### src/rtl/xbar_banks_pea_sel_seq.sv
// Select sequencer for one banks/PE-array crossbar basic block: replays a
// programmable table of (bank->PE, PE->bank) selects for n_iter passes.
module xbar_banks_pea_sel_seq #(
  parameter int N_BANKS_PER_BB = 4,
  parameter int N_PE_PER_BB    = 4,
  parameter int N_STEPS        = 8,
  parameter int ITER_W         = 16,
  localparam int LOG_NB = (N_BANKS_PER_BB > 1) ? $clog2(N_BANKS_PER_BB) : 1,
  localparam int LOG_NP = (N_PE_PER_BB > 1) ? $clog2(N_PE_PER_BB) : 1,
  localparam int LOG_NS = (N_STEPS > 1) ? $clog2(N_STEPS) : 1
) (
  input  logic              clk_i,
  input  logic              rst_n_i,
  input  logic              cfg_we_i,
  input  logic [LOG_NS-1:0] cfg_addr_i,
  input  logic [LOG_NB-1:0] cfg_sel_dmem_pea_i,
  input  logic [LOG_NP-1:0] cfg_sel_pea_dmem_i,
  input  logic [LOG_NS-1:0] last_step_i,
  input  logic [ITER_W-1:0] n_iter_i,
  input  logic              start_i,
  input  logic              stall_i,
  input  logic              clear_i,
  output logic              busy_o,
  output logic              valid_o,
  output logic [LOG_NB-1:0] sel_dmem_pea_bb_o,
  output logic [LOG_NP-1:0] sel_pea_dmem_bb_o,
  output logic [LOG_NS-1:0] step_o,
  output logic              done_o
);

  typedef enum logic [1:0] {
    IDLE = 2'd0,
    RUN  = 2'd1,
    DONE = 2'd2
  } state_e;

  state_e state_q, state_d;

  logic [LOG_NB-1:0] tab_dp_q [N_STEPS];
  logic [LOG_NP-1:0] tab_pd_q [N_STEPS];

  logic [LOG_NS-1:0] step_q, step_d;
  logic [LOG_NS-1:0] last_q, last_d;
  logic [ITER_W-1:0] iter_q, iter_d;
  logic [ITER_W-1:0] niter_q, niter_d;

  logic              valid_q, valid_d;
  logic              done_q, done_d;
  logic [LOG_NB-1:0] sel_dp_q, sel_dp_d;
  logic [LOG_NP-1:0] sel_pd_q, sel_pd_d;
  logic [LOG_NS-1:0] step_out_q, step_out_d;

  logic              tab_we;
  logic              seq_end;
  logic              step_wrap;
  logic [LOG_NS-1:0] step_nxt;
  logic [LOG_NS-1:0] last_clamped;

  // Table is frozen whenever a sequence is in flight.
  assign tab_we = cfg_we_i && (state_q == IDLE) &&
                  ({1'b0, cfg_addr_i} < (LOG_NS + 1)'(N_STEPS));

  assign last_clamped = ({1'b0, last_step_i} > (LOG_NS + 1)'(N_STEPS - 1)) ?
                        LOG_NS'(N_STEPS - 1) : last_step_i;

  assign step_wrap = (step_q == last_q);
  assign step_nxt  = step_wrap ? '0 : step_q + LOG_NS'(1);
  assign seq_end   = step_wrap && (iter_q == niter_q - ITER_W'(1));

  generate
    for (genvar gi = 0; gi < N_STEPS; gi++) begin : g_tab
      always_ff @(posedge clk_i or negedge rst_n_i) begin
        if (!rst_n_i) begin
          tab_dp_q[gi] <= '0;
          tab_pd_q[gi] <= '0;
        end else if (tab_we && (cfg_addr_i == LOG_NS'(gi))) begin
          tab_dp_q[gi] <= cfg_sel_dmem_pea_i;
          tab_pd_q[gi] <= cfg_sel_pea_dmem_i;
        end
      end
    end
  endgenerate

  always_ff @(posedge clk_i or negedge rst_n_i) begin
    if (!rst_n_i) begin
      state_q <= IDLE;
    end else begin
      state_q <= state_d;
    end
  end

  always_comb begin
    state_d = state_q;
    if (clear_i) begin
      state_d = IDLE;
    end else begin
      case (state_q)
        IDLE:    if (start_i) state_d = (n_iter_i == '0) ? DONE : RUN;
        RUN:     if (!stall_i && seq_end) state_d = DONE;
        DONE:    state_d = IDLE;
        default: state_d = IDLE;
      endcase
    end
  end

  always_comb begin
    step_d     = step_q;
    iter_d     = iter_q;
    last_d     = last_q;
    niter_d    = niter_q;
    valid_d    = valid_q;
    done_d     = 1'b0;
    sel_dp_d   = sel_dp_q;
    sel_pd_d   = sel_pd_q;
    step_out_d = step_out_q;
    if (clear_i) begin
      step_d     = '0;
      iter_d     = '0;
      valid_d    = 1'b0;
      sel_dp_d   = '0;
      sel_pd_d   = '0;
      step_out_d = '0;
    end else begin
      case (state_q)
        IDLE: begin
          valid_d = 1'b0;
          if (start_i) begin
            last_d  = last_clamped;
            niter_d = n_iter_i;
            step_d  = '0;
            iter_d  = '0;
            if (n_iter_i != '0) begin
              valid_d    = 1'b1;
              step_out_d = '0;
              // A same-cycle write to entry 0 must reach the first presentation.
              if (tab_we && (cfg_addr_i == '0)) begin
                sel_dp_d = cfg_sel_dmem_pea_i;
                sel_pd_d = cfg_sel_pea_dmem_i;
              end else begin
                sel_dp_d = tab_dp_q[0];
                sel_pd_d = tab_pd_q[0];
              end
            end else begin
              done_d = 1'b1;
            end
          end
        end
        RUN: begin
          if (!stall_i) begin
            if (seq_end) begin
              valid_d = 1'b0;
              done_d  = 1'b1;
              step_d  = '0;
              iter_d  = '0;
            end else begin
              step_d     = step_nxt;
              iter_d     = step_wrap ? iter_q + ITER_W'(1) : iter_q;
              valid_d    = 1'b1;
              sel_dp_d   = tab_dp_q[step_nxt];
              sel_pd_d   = tab_pd_q[step_nxt];
              step_out_d = step_nxt;
            end
          end
        end
        DONE: begin
          valid_d = 1'b0;
        end
        default: begin
          valid_d = 1'b0;
        end
      endcase
    end
  end

  always_ff @(posedge clk_i or negedge rst_n_i) begin
    if (!rst_n_i) begin
      step_q     <= '0;
      iter_q     <= '0;
      last_q     <= '0;
      niter_q    <= '0;
      valid_q    <= 1'b0;
      done_q     <= 1'b0;
      sel_dp_q   <= '0;
      sel_pd_q   <= '0;
      step_out_q <= '0;
    end else begin
      step_q     <= step_d;
      iter_q     <= iter_d;
      last_q     <= last_d;
      niter_q    <= niter_d;
      valid_q    <= valid_d;
      done_q     <= done_d;
      sel_dp_q   <= sel_dp_d;
      sel_pd_q   <= sel_pd_d;
      step_out_q <= step_out_d;
    end
  end

  assign busy_o            = (state_q != IDLE);
  assign valid_o           = valid_q;
  assign done_o            = done_q;
  assign sel_dmem_pea_bb_o = sel_dp_q;
  assign sel_pea_dmem_bb_o = sel_pd_q;
  assign step_o            = step_out_q;

endmodule

### config.mk
export PLATFORM = sky130hd
export DESIGN_NAME = xbar_banks_pea_sel_seq
export DESIGN_NICKNAME = d
export VERILOG_FILES = /design/src/rtl/xbar_banks_pea_sel_seq.sv
export SDC_FILE = /design/constraint.sdc
export NUM_CORES = 1
export LEC_CHECK = 0
export CAP_MARGIN = 10
export CORE_ASPECT_RATIO = 0.8
export CORE_MARGIN = 2
export CORE_UTILIZATION = 35
export DETAILED_ROUTE_END_ITERATION = 16
export PLACE_DENSITY = 0.64
export RECOVER_POWER = 100
export SKIP_CTS_REPAIR_TIMING = 1
export SLEW_MARGIN = 5
export SYNTH_ARGS = -nofsm -noshare
export SYNTH_HDL_FRONTEND = slang
export SYNTH_SLANG_ARGS = --single-unit
### constraint.sdc
create_clock -name clk_i -period 3.04 [get_ports clk_i]
set_input_delay 0.608 -clock clk_i [delete_from_list [all_inputs] [get_ports clk_i]]
set_output_delay 0.608 -clock clk_i [all_outputs]
set_load 0.01 [all_outputs]
* Word level (Yosys, flattened, before mapping)
Index checks and enable logic that the tools add are counted.
Operators by class: add/sub/neg operators 3, order comparisons 1, equality and inequality tests 16, muxes and demuxes 55, bitwise operators 2, reduce and logical (&&, ||, !) cells 23
Operators with widths (count):
- $mux 16 | 5
- $mux 2 | 20
- $pmux 16 s2 | 1
- $mux 3 | 10
- $add 16x1->16 const B | 1
- $eq 16x16->1 | 1
- $logic_not 16->1 | 1
- $reduce_bool 16->1 | 1
- $sub 16x1->16 const B | 1
- $bmux 2 s3 | 2
- $eq 3x3->1 const B | 4
- $ne 3x3->1 const B | 4
- $pmux 2 s2 | 3
- $pmux 3 s2 | 2
- $logic_and 1x1->1 | 11
- $mux 1 | 10
- $eq 3x2->1 const B | 2
- $reduce_and 3->1 | 2
- $reduce_and 5->1 | 1
- $ge 4x4->1 const B | 1
- $ne 4x4->1 const B | 1
- $not 3->4 | 1
- $pmux 1 s2 | 2
- $reduce_and 4->1 | 1
- other kinds (12) | 12
Storage, ports and cells: register bits 81, output and inout bits 10, logic and storage cells 126

* Logic depth before layout (Yosys ltp)
Gate-level depths: netlist of the first run.
depth in word-level cells 10, gate-level depth with buffers 12, depth with buffers taken out 10

* Least setup slack after synthesis of the first run
Ideal clock, no wire load.
kind flip-flop to flip-flop, from register niter_q[0], to register iter_q[14], setup time 0.121 ns, data arrival time 3.012 ns, data required time 2.919 ns, path slack -0.093 ns, stages on the path, launching flop included 12, buffers on the path 1, path through dfrtp_1 -> inv_1 -> ha_1 -> clkbuf_1 -> or3b_2 -> o31a_1 -> nor3_1 -> o21ai_0 -> a211o_1 -> or3_4 -> a31o_1 -> a22o_1
On the way: cells in the longest elaborated chain, start to end 7, elaborated cells on any way between the ends 9, those cells by class 1 x add/sub; 2 x eq/ne; 4 x mux; 2 x reduce/logical
RTL lines:
- start: declaration | RTL line 45 | logic [ITER_W-1:0] niter_q, niter_d;
- start signal: assignment | RTL line 190 | niter_q <= niter_d;
- $sub 16x1->16 (*) | RTL line 68 | assign seq_end = step_wrap && (iter_q == niter_q - ITER_W'(1));
- $eq 16x16->1 (*) | RTL line 68
- $logic_and 1x1->1 (*) | RTL line 68
- $mux 16 | RTL line 150 | if (seq_end) begin
- $mux 16 | RTL line 149 | if (!stall_i) begin
- $pmux 16 s2 | RTL line 124 | case (state_q)
- $mux 16 | RTL line 116 | if (clear_i) begin
- end signal: assignment | RTL line 188 | iter_q <= iter_d;
- end: declaration | RTL line 44 | logic [ITER_W-1:0] iter_q, iter_d;
Every way passes the cells marked *; elsewhere a longest branch is shown, timed or not. The select of a mux whose other input is x is not followed. A chain may end at the register's enable or synchronous reset.

* Final worst setup path of the first run
Same ends and word-level chain as after synthesis.

==> out/results.tsv, run 1 <==
stage	metric	value	unit
run_status	run status	finished, violations left	
run_status	failing checks	capacitance limit, slew limit, setup timing	
job	number of max-cap violations	1	
setup_path	Setup crit start kind	flop	
clock_network	clock tree from TritonCTS	done	
setup_path	Slowest-stage cell, CP	sky130_fd_sc_hd__or4_4	
setup_path	critical path capture point type	flop	
sta	worst setup margin	-0.0954	ns
floorplanning	starting utilization of the core area	36.1	%
global_routing	met1 Usage GRT	27.9	%
route	DRC marker count from the first detailed-route iteration	343	
sta	final-report setup violation count	9	
logic_synthesis	synthesized cell area	4660	sq um
logic_synthesis	leading register cell type out of synthesis	sky130_fd_sc_hd__dfrtp_1	
sta	Least-Margin Pin Slew	2.01	ns
clock_network	H-tree Lvls	3	
logic_synthesis	sequential share of the synthesized area	43.5	%
logic_synthesis	post-synthesis cell type count	68	
power	Max IR drop VDD	0.232	mV
sta	final period demand of the worst path	3.14	ns
setup_path	slowest cell delay on critical path	0.51	ns
floorplanning	core box area	12900	sq um
layout	share of final-layout standard cells stronger than drive strength 1	26.4	%
power	power density normalized to cell area	586	nW/um^2
route	mean number of vias per cell	5.55	
global_routing	largest net degree at the start of global routing	82	
hold_path	Min-Delay Path Class	reg2reg	
logic_synthesis	synthesized area divided by synthesized cell count	10.1	sq um
sta	final setup TNS	-0.303	ns
sta	period utilization	103	%
route	average wire length per cell after detail routing	17.4	microns
place	number of buffers added on ports	41	
route	remaining design rule violation count	0	
setup_path	ordered list of cells on the worst path	buf_6 -> or4_4 -> buf_6 -> or4_4 -> a211oi_2 -> nor3_2 -> a211o_1 -> or3_4 -> a31o_1 -> a22o_1	
layout	most frequent standard cell in the layout excluding fill and tap cells	sky130_fd_sc_hd__dfrtp_1	
place	HPWL Detailed	9240	microns
layout	Cell Count, Final, Fillers Out	720	
setup_path	worst endpoint data arrival time	3.36	ns
floorplanning	I/O pins	42	
setup_path	Setup CP Type	reg2reg	
logic_synthesis	number of flops mapped to enable cells by yosys	0	
route	drt total wl	12500	microns
place	setup slack after placement	-0.362	ns
route	Antenna Violating Nets Remaining	0	
global_routing	global-route wire length before repair	20300	microns
logic_synthesis	warnings from Yosys	0	
floorplanning	full die area	14300	sq um
global_routing	Total Routing Usage GR	18.1	%
layout	top library cells by usage in the layout, fill and taps aside	sky130_fd_sc_hd__dfrtp_1 (81), sky130_fd_sc_hd__mux2_2 (45), sky130_fd_sc_hd__buf_4 (39), sky130_fd_sc_hd__nand2_1 (38), sky130_fd_sc_hd__clkdlybuf4s50_1 (29)	
clock_network	number of buffers created by CTS	9	
sta	Max transition margin	-33.9	%
setup_path	Worst Path Buf+Inv	2	
floorplanning	overall die height	107	microns
logic_synthesis	largest cells by area after synthesis	sky130_fd_sc_hd__dfrtp_1 (43%), sky130_fd_sc_hd__mux2_2 (12%), sky130_fd_sc_hd__nand2_1 (3.2%), sky130_fd_sc_hd__o21ai_0 (2.6%), sky130_fd_sc_hd__nor2_1 (2.2%)	
global_routing	met3 Use GR	3.40	%
global_routing	busiest metal layer after global routing	met1	
global_routing	overflow left after global routing	0	
layout	Synth-to-Final Area Change	29.2	%
logic_synthesis	library cell occupying the most area in the post-synthesis netlist	sky130_fd_sc_hd__dfrtp_1	
place	cell count after placement	699	
setup_path	cell type group with the largest total delay on the critical path	simple AND/OR/NAND/NOR gates	
floorplanning	cell row count	37	
global_routing	initial antenna violation count	0	
power	total power	0.00353	W
clock_network	total clock sinks	81	
layout	final net count	575	
sta	maximum operating frequency	319	MHz
logic_synthesis	total of flip-flops plus latches after synthesis	81	
route	number of optimization iterations in the first detailed-route pass	5	
global_routing	via count of the first global-routing pass	3812	
sta	setup repair after global routing missed its margin	true	
logic_synthesis	share of Yosys cell area claimed by the top area cell type	43.5	%
floorplanning	die boundary width	133	microns
clock_network	Max clock buf depth	2	
clock_network	clock root buffer master	sky130_fd_sc_hd__clkbuf_16	
route	vias after detailed routing	3996	
logic_synthesis	Mapped Nets	498	
logic_synthesis	Post-Syn Instances	463	
sta	Worst Skew	0.00742	ns
setup_path	maximum fanout along the worst path	4	
setup_path	worst endpoint required time	3.27	ns
power	Pleak	2.51	nW
sta	hold violation total from the final report	0	
global_routing	fraction of met2 tracks used by global routing	26.0	%
layout	core utilization of the finished layout	46.6	%
sta	max-slew violation total from the final report	82	
place	weighted congestion reported at the end of routability-driven placement	0.888	
logic_synthesis	share of synthesized flip-flops with an asynchronous set or reset	100	%
layout	n_diodes	0	
clock_network	CTS clock-pin slew for the worst setup and hold paths	0.06	ns
clock_network	worst-skew pair later-pin latency	0.34	ns
==> worst register-to-register path, cell delays in order, from the launching register on <==
cell,delay [ns]
sky130_fd_sc_hd__dfrtp_1,0.38
sky130_fd_sc_hd__buf_6,0.12
sky130_fd_sc_hd__or4_4,0.52
sky130_fd_sc_hd__buf_6,0.14
sky130_fd_sc_hd__or4_4,0.41
sky130_fd_sc_hd__a211oi_2,0.22
sky130_fd_sc_hd__nor3_2,0.07
sky130_fd_sc_hd__a211o_1,0.33
sky130_fd_sc_hd__or3_4,0.42
sky130_fd_sc_hd__a31o_1,0.22
sky130_fd_sc_hd__a22o_1,0.20
==> synth_stat cells, drive strengths merged (5+ instances only) <==
library cell and count:
or4 8, dfrtp 81, o21ai 25, nor4 12, or3 6, nor2b 12, clkbuf 18, xor2 9
nand2b 7, a21oi 7, mux2i 6, xnor2 9, a211oi 5, nor2 27, mux2 48, inv 13
nand3 9, nand2 41, o31ai 10, and3 12, nor3 15, a22o 8
==> worst paths after layout <==
kind	startpoint	cells after the start	to	slack (ns)
max	niter_q[0]	10	iter_q[14]	-0.1
min	tab_dp_q[4]	1	tab_dp_q[4]	0.50
max reg2reg	niter_q[0]	10	iter_q[14]	-0.1
min reg2reg	tab_dp_q[4]	1	tab_dp_q[4]	0.50
max in group asynchronous	rst_n_i	1	tab_pd_q[15]	1.03
min in group asynchronous	rst_n_i	1	niter_q[2]	0.84
==> layer usage <==
layer | share of wire, % | up-vias
met5 | 0 | -
met4 | 0.97 | 0
met3 | 6.3 | 11
met2 | 43 | 141
met1 | 50 | 1958
li1 | - | 1886
==> flip-flops by register name (all words and copies together) (netlist names) <==
register and flops:
iter_q 16, niter_q 16, tab_dp_q 16, tab_pd_q 16
last_q 3, step_o 3, step_q 3, sel_dmem_pea_bb_o 2
sel_pea_dmem_bb_o 2, state_q 2, done_o 1, valid_o 1
==> cells by family (layout without fill, tap and decap cells) <==
group,after synthesis,after routing,synth area share (%)
compound gates,102,102,16.1
fa+ha+maj,3,3,0.805
xor+xnor,19,19,3.89
flops,81,81,43.5
buf+inv,35,117,3.03
simple gates,169,169,19.8
mux,54,54,12.9
==> metrics by stage <==
| stage | cell area, sq um | hold slack [ns] |
|---|---|---|
| finish | 6020 | 0.497 |
| global route | 6020 | 0.513 |
| CTS | 5830 | 0.499 |
| detailed placement | 5520 | 0.487 |
| global placement | 5520 | 0.482 |
| floorplan | 4670 | 0.312 |
==> where the power goes <==
group	total [W]	switching [W]	leakage [nW]	internal [W]
combinational	0.000980	0.000486	1.33	0.000495
sequential	0.00140	0.000134	1.03	0.00126
clock	0.00115	0.000434	0.152	0.000715
==> area by class of cell <==
cell class	count	area, sq um
sequential	81	2030
tap	175	219
multi-input combinational	347	2640
clock inverter	6	82.6
inverter	13	48.8
clock buffer	10	229
fill	1174	6890
timing repair buffer	88	773
Note: power is estimated with default switching activity, not from simulation.
==> inputs of run 2 (changes only) <==
- ABC_AREA: not set -> 1
==> out/results.tsv, run 2 <==
stage	metric	value	unit	change
place	number of buffers added on ports	41		unchanged
setup_path	Setup CP Type	in2reg		
logic_synthesis	Post-Syn Instances	656		+42%
power	Pleak	2.81	nW	+12%
logic_synthesis	warnings from Yosys	0		unchanged
sta	maximum operating frequency	374	MHz	+17%
logic_synthesis	most instantiated library cell after synthesis	sky130_fd_sc_hd__nand2_1		
logic_synthesis	post-synthesis cell type count	38		-44%
floorplanning	cell row count	38		+2.7%
sta	period utilization	88.0	%	-15 points
sta	final period demand of the worst path	2.67	ns	-0.461 ns
logic_synthesis	synthesized cell area	4800	sq um	+3.0%
clock_network	Max clock buf depth	2		unchanged
power	Switch Pwr	0.00119	W	+13%
logic_synthesis	total of flip-flops plus latches after synthesis	81		unchanged
setup_path	Setup crit start kind	input port		
layout	filler cell count in the final layout	1387		+18%
power	cell internal power dissipation	0.00224	W	-9.4%
floorplanning	starting utilization of the core area	35.7	%	-0.42 points
clock_network	worst-skew pair later-pin latency	0.34	ns	about the same
power	sequential share of power	42.9	%	+3.2 points
place	cell count after placement	869		+24%
global_routing	global-route wire length before repair	19600	microns	-3.5%
setup_path	r2r setup slk	0.48	ns	+0.58 ns
floorplanning	overall die height	109	microns	+1.4%
logic_synthesis	share of synthesized flip-flops with an asynchronous set or reset	100	%	unchanged
route	average wire length per cell after detail routing	13.1	microns	-25%
floorplanning	core box area	13500	sq um	+4.2%
sta	final setup TNS	0	ns	+0.303 ns
global_routing	via count of the first global-routing pass	3787		-0.66%
power	part of the total power dissipated in combinational logic	27.9	%	about the same
power	power density normalized to cell area	608	nW/um^2	+3.8%
global_routing	overflow left after global routing	0		unchanged
setup_path	worst endpoint data arrival time	2.90	ns	-0.46 ns
place	HPWL Detailed	8730	microns	-5.5%
clock_network	H-tree Lvls	3		unchanged
setup_path	critical path capture point type	flop		
global_routing	initial antenna violation count	0		unchanged
run_status	run status	finished clean		
clock_network	number of buffers created by CTS	9		unchanged
logic_synthesis	sequential share of the synthesized area	42.2	%	-1.2 points
power	fraction of power spent switching nets	34.6	%	+4.7 points
clock_network	clock root buffer master	sky130_fd_sc_hd__clkbuf_16		
sta	Least-Margin Pin Slew	1.36	ns	-0.648 ns
route	mean number of vias per cell	4.72		-15%
route	DRC marker count from the first detailed-route iteration	248		-28%
layout	top library cells by usage in the layout, fill and taps aside	sky130_fd_sc_hd__nand2_1 (197), sky130_fd_sc_hd__dfrtp_1 (81), sky130_fd_sc_hd__nor2_1 (77), sky130_fd_sc_hd__inv_1 (70), sky130_fd_sc_hd__nand3_1 (45)		
clock_network	total clock sinks	81		unchanged
hold_path	Min-Delay Path Class	reg2reg		
floorplanning	die boundary width	135	microns	+1.4%
sta	Worst Skew	0.00612	ns	-0.00130 ns
layout	n_diodes	0		unchanged
sta	setup repair after global routing missed its margin	false		
logic_synthesis	Mapped Nets	691		+39%
job	number of max-cap violations	0		-1
global_routing	Total Routing Usage GR	17.0	%	-1.1 points
route	drt total wl	11600	microns	-7.7%
layout	most frequent standard cell in the layout excluding fill and tap cells	sky130_fd_sc_hd__nand2_1		
setup_path	maximum fanout along the worst path	34		+30
logic_synthesis	library cell occupying the most area in the post-synthesis netlist	sky130_fd_sc_hd__dfrtp_1		
logic_synthesis	share of Yosys cell area claimed by the top area cell type	42.2	%	-1.2 points
sta	final-report setup violation count	0		-9
logic_synthesis	synthesized area divided by synthesized cell count	7.32	sq um	-27%
route	remaining design rule violation count	0		unchanged
sta	Max transition margin	9.23	%	+43 points
place	weighted congestion reported at the end of routability-driven placement	0.897		+0.92%
logic_synthesis	ranking of synthesized cells by instance count	sky130_fd_sc_hd__nand2_1 (196), sky130_fd_sc_hd__dfrtp_1 (81), sky130_fd_sc_hd__nor2_1 (77), sky130_fd_sc_hd__inv_1 (69), sky130_fd_sc_hd__nand3_1 (44)		
layout	Cell Count, Final, Fillers Out	885		+23%
layout	final non-filler cell area	5640	sq um	-6.4%
logic_synthesis	leading register cell type out of synthesis	sky130_fd_sc_hd__dfrtp_1		
route	number of optimization iterations in the first detailed-route pass	5		unchanged
power	clock share of power	29.2	%	-3.4 points
floorplanning	full die area	14700	sq um	+2.9%
global_routing	largest net degree at the start of global routing	54		-34%
logic_synthesis	number of flops mapped to enable cells by yosys	0		unchanged
logic_synthesis	largest cells by area after synthesis	sky130_fd_sc_hd__dfrtp_1 (42%), sky130_fd_sc_hd__nand2_1 (15%), sky130_fd_sc_hd__nor2_1 (6.0%), sky130_fd_sc_hd__inv_1 (5.4%), sky130_fd_sc_hd__nand3_1 (4.6%)		
place	setup slack after placement	0.484	ns	+0.845 ns
layout	share of final-layout standard cells stronger than drive strength 1	7.38	%	-19 points
sta	max-slew violation total from the final report	0		-100%
power	Max IR drop VDD	0.308	mV	+33%
route	Antenna Violating Nets Remaining	0		unchanged
place	Post-DP Area	5420	sq um	-1.7%
sta	worst setup margin	0.366	ns	+0.461 ns
sta	hold violation total from the final report	0		unchanged
layout	Synth-to-Final Area Change	17.5	%	
floorplanning	I/O pins	42		unchanged
setup_path	worst endpoint required time	3.26	ns	about the same
route	vias after detailed routing	4180		+4.6%
clock_network	CTS clock-pin slew for the worst setup and hold paths	0.06	ns	about the same
clock_network	clock tree from TritonCTS	done		
layout	final net count	735		+28%
run 2: cell families after synthesis:
logic type	Yosys count	share of synthesized area [%]
fa+ha+maj	3	0.782
compound gates	78	8.66
simple gates	372	34.8
mux	4	0.938
flops	81	42.2
xor+xnor	25	4.85
buf+inv	93	7.74
run 2: worst paths after layout:
kind / from / endpoint / cells after the start
min in group asynchronous: rst_n_i / niter_q[5] / 1
worst min-delay path: valid_o / valid_o / 2
worst min register to register: valid_o / valid_o / 2
worst max register to register: step_q[0] / iter_q[15] / 12
worst max-delay path: clear_i / niter_q[10] / 5
max in group asynchronous: rst_n_i / tab_pd_q[10] / 2
run 2: final cells by class:
class,instances,area (sq um),area share (%)
inverter,77,289,5.13
tap,180,225,3.99
timing repair buffer,49,448,7.94
clock buffer,11,243,4.31
multi-input combinational,482,2370,42.1
sequential,81,2030,36.0
clock inverter,5,31.3,0.555
run 2: power groups by stage:
| stage | combinational, W | sequential [W] | clock [W] |
|---|---|---|---|
| global placement | 0.000961 | 0.00149 | 0 |
| floorplan | 0.000724 | 0.00144 | 0 |
| finish | 0.000955 | 0.00147 | 0.00100 |
| CTS | 0.000980 | 0.00147 | 0.00103 |
| global route | 0.00110 | 0.00150 | 0.00107 |
| detailed placement | 0.000974 | 0.00149 | 0 |
run 2: critical path: stages:
cell and delay, ns:
sky130_fd_sc_hd__dlygate4sd3_1 0.60, sky130_fd_sc_hd__inv_1 0.16, sky130_fd_sc_hd__nand2_1 0.10, sky130_fd_sc_hd__clkbuf_1 0.99
sky130_fd_sc_hd__mux2_2 0.42
run 2: metal layers:
metal  global-route usage (%)  vias to the layer above  share of wire, %
met5                        0                        -                 0
met4                     3.68                        0              0.73
met3                     3.95                        6               6.5
met2                     22.3                      112                38
met1                     27.6                     1874                55
li1                         -                     2188                 -
run 2: per-stage QoR:
stage / utilization (%) / hold WS, ns / total power, W
floorplan: - / 0.312 / 0.00217
global placement: 40.3 / 0.462 / 0.00245
detailed placement: 40.3 / 0.475 / 0.00246
CTS: 42.3 / 0.346 / 0.00348
global route: 41.9 / 0.508 / 0.00367
finish: 41.9 / 0.479 / 0.00343
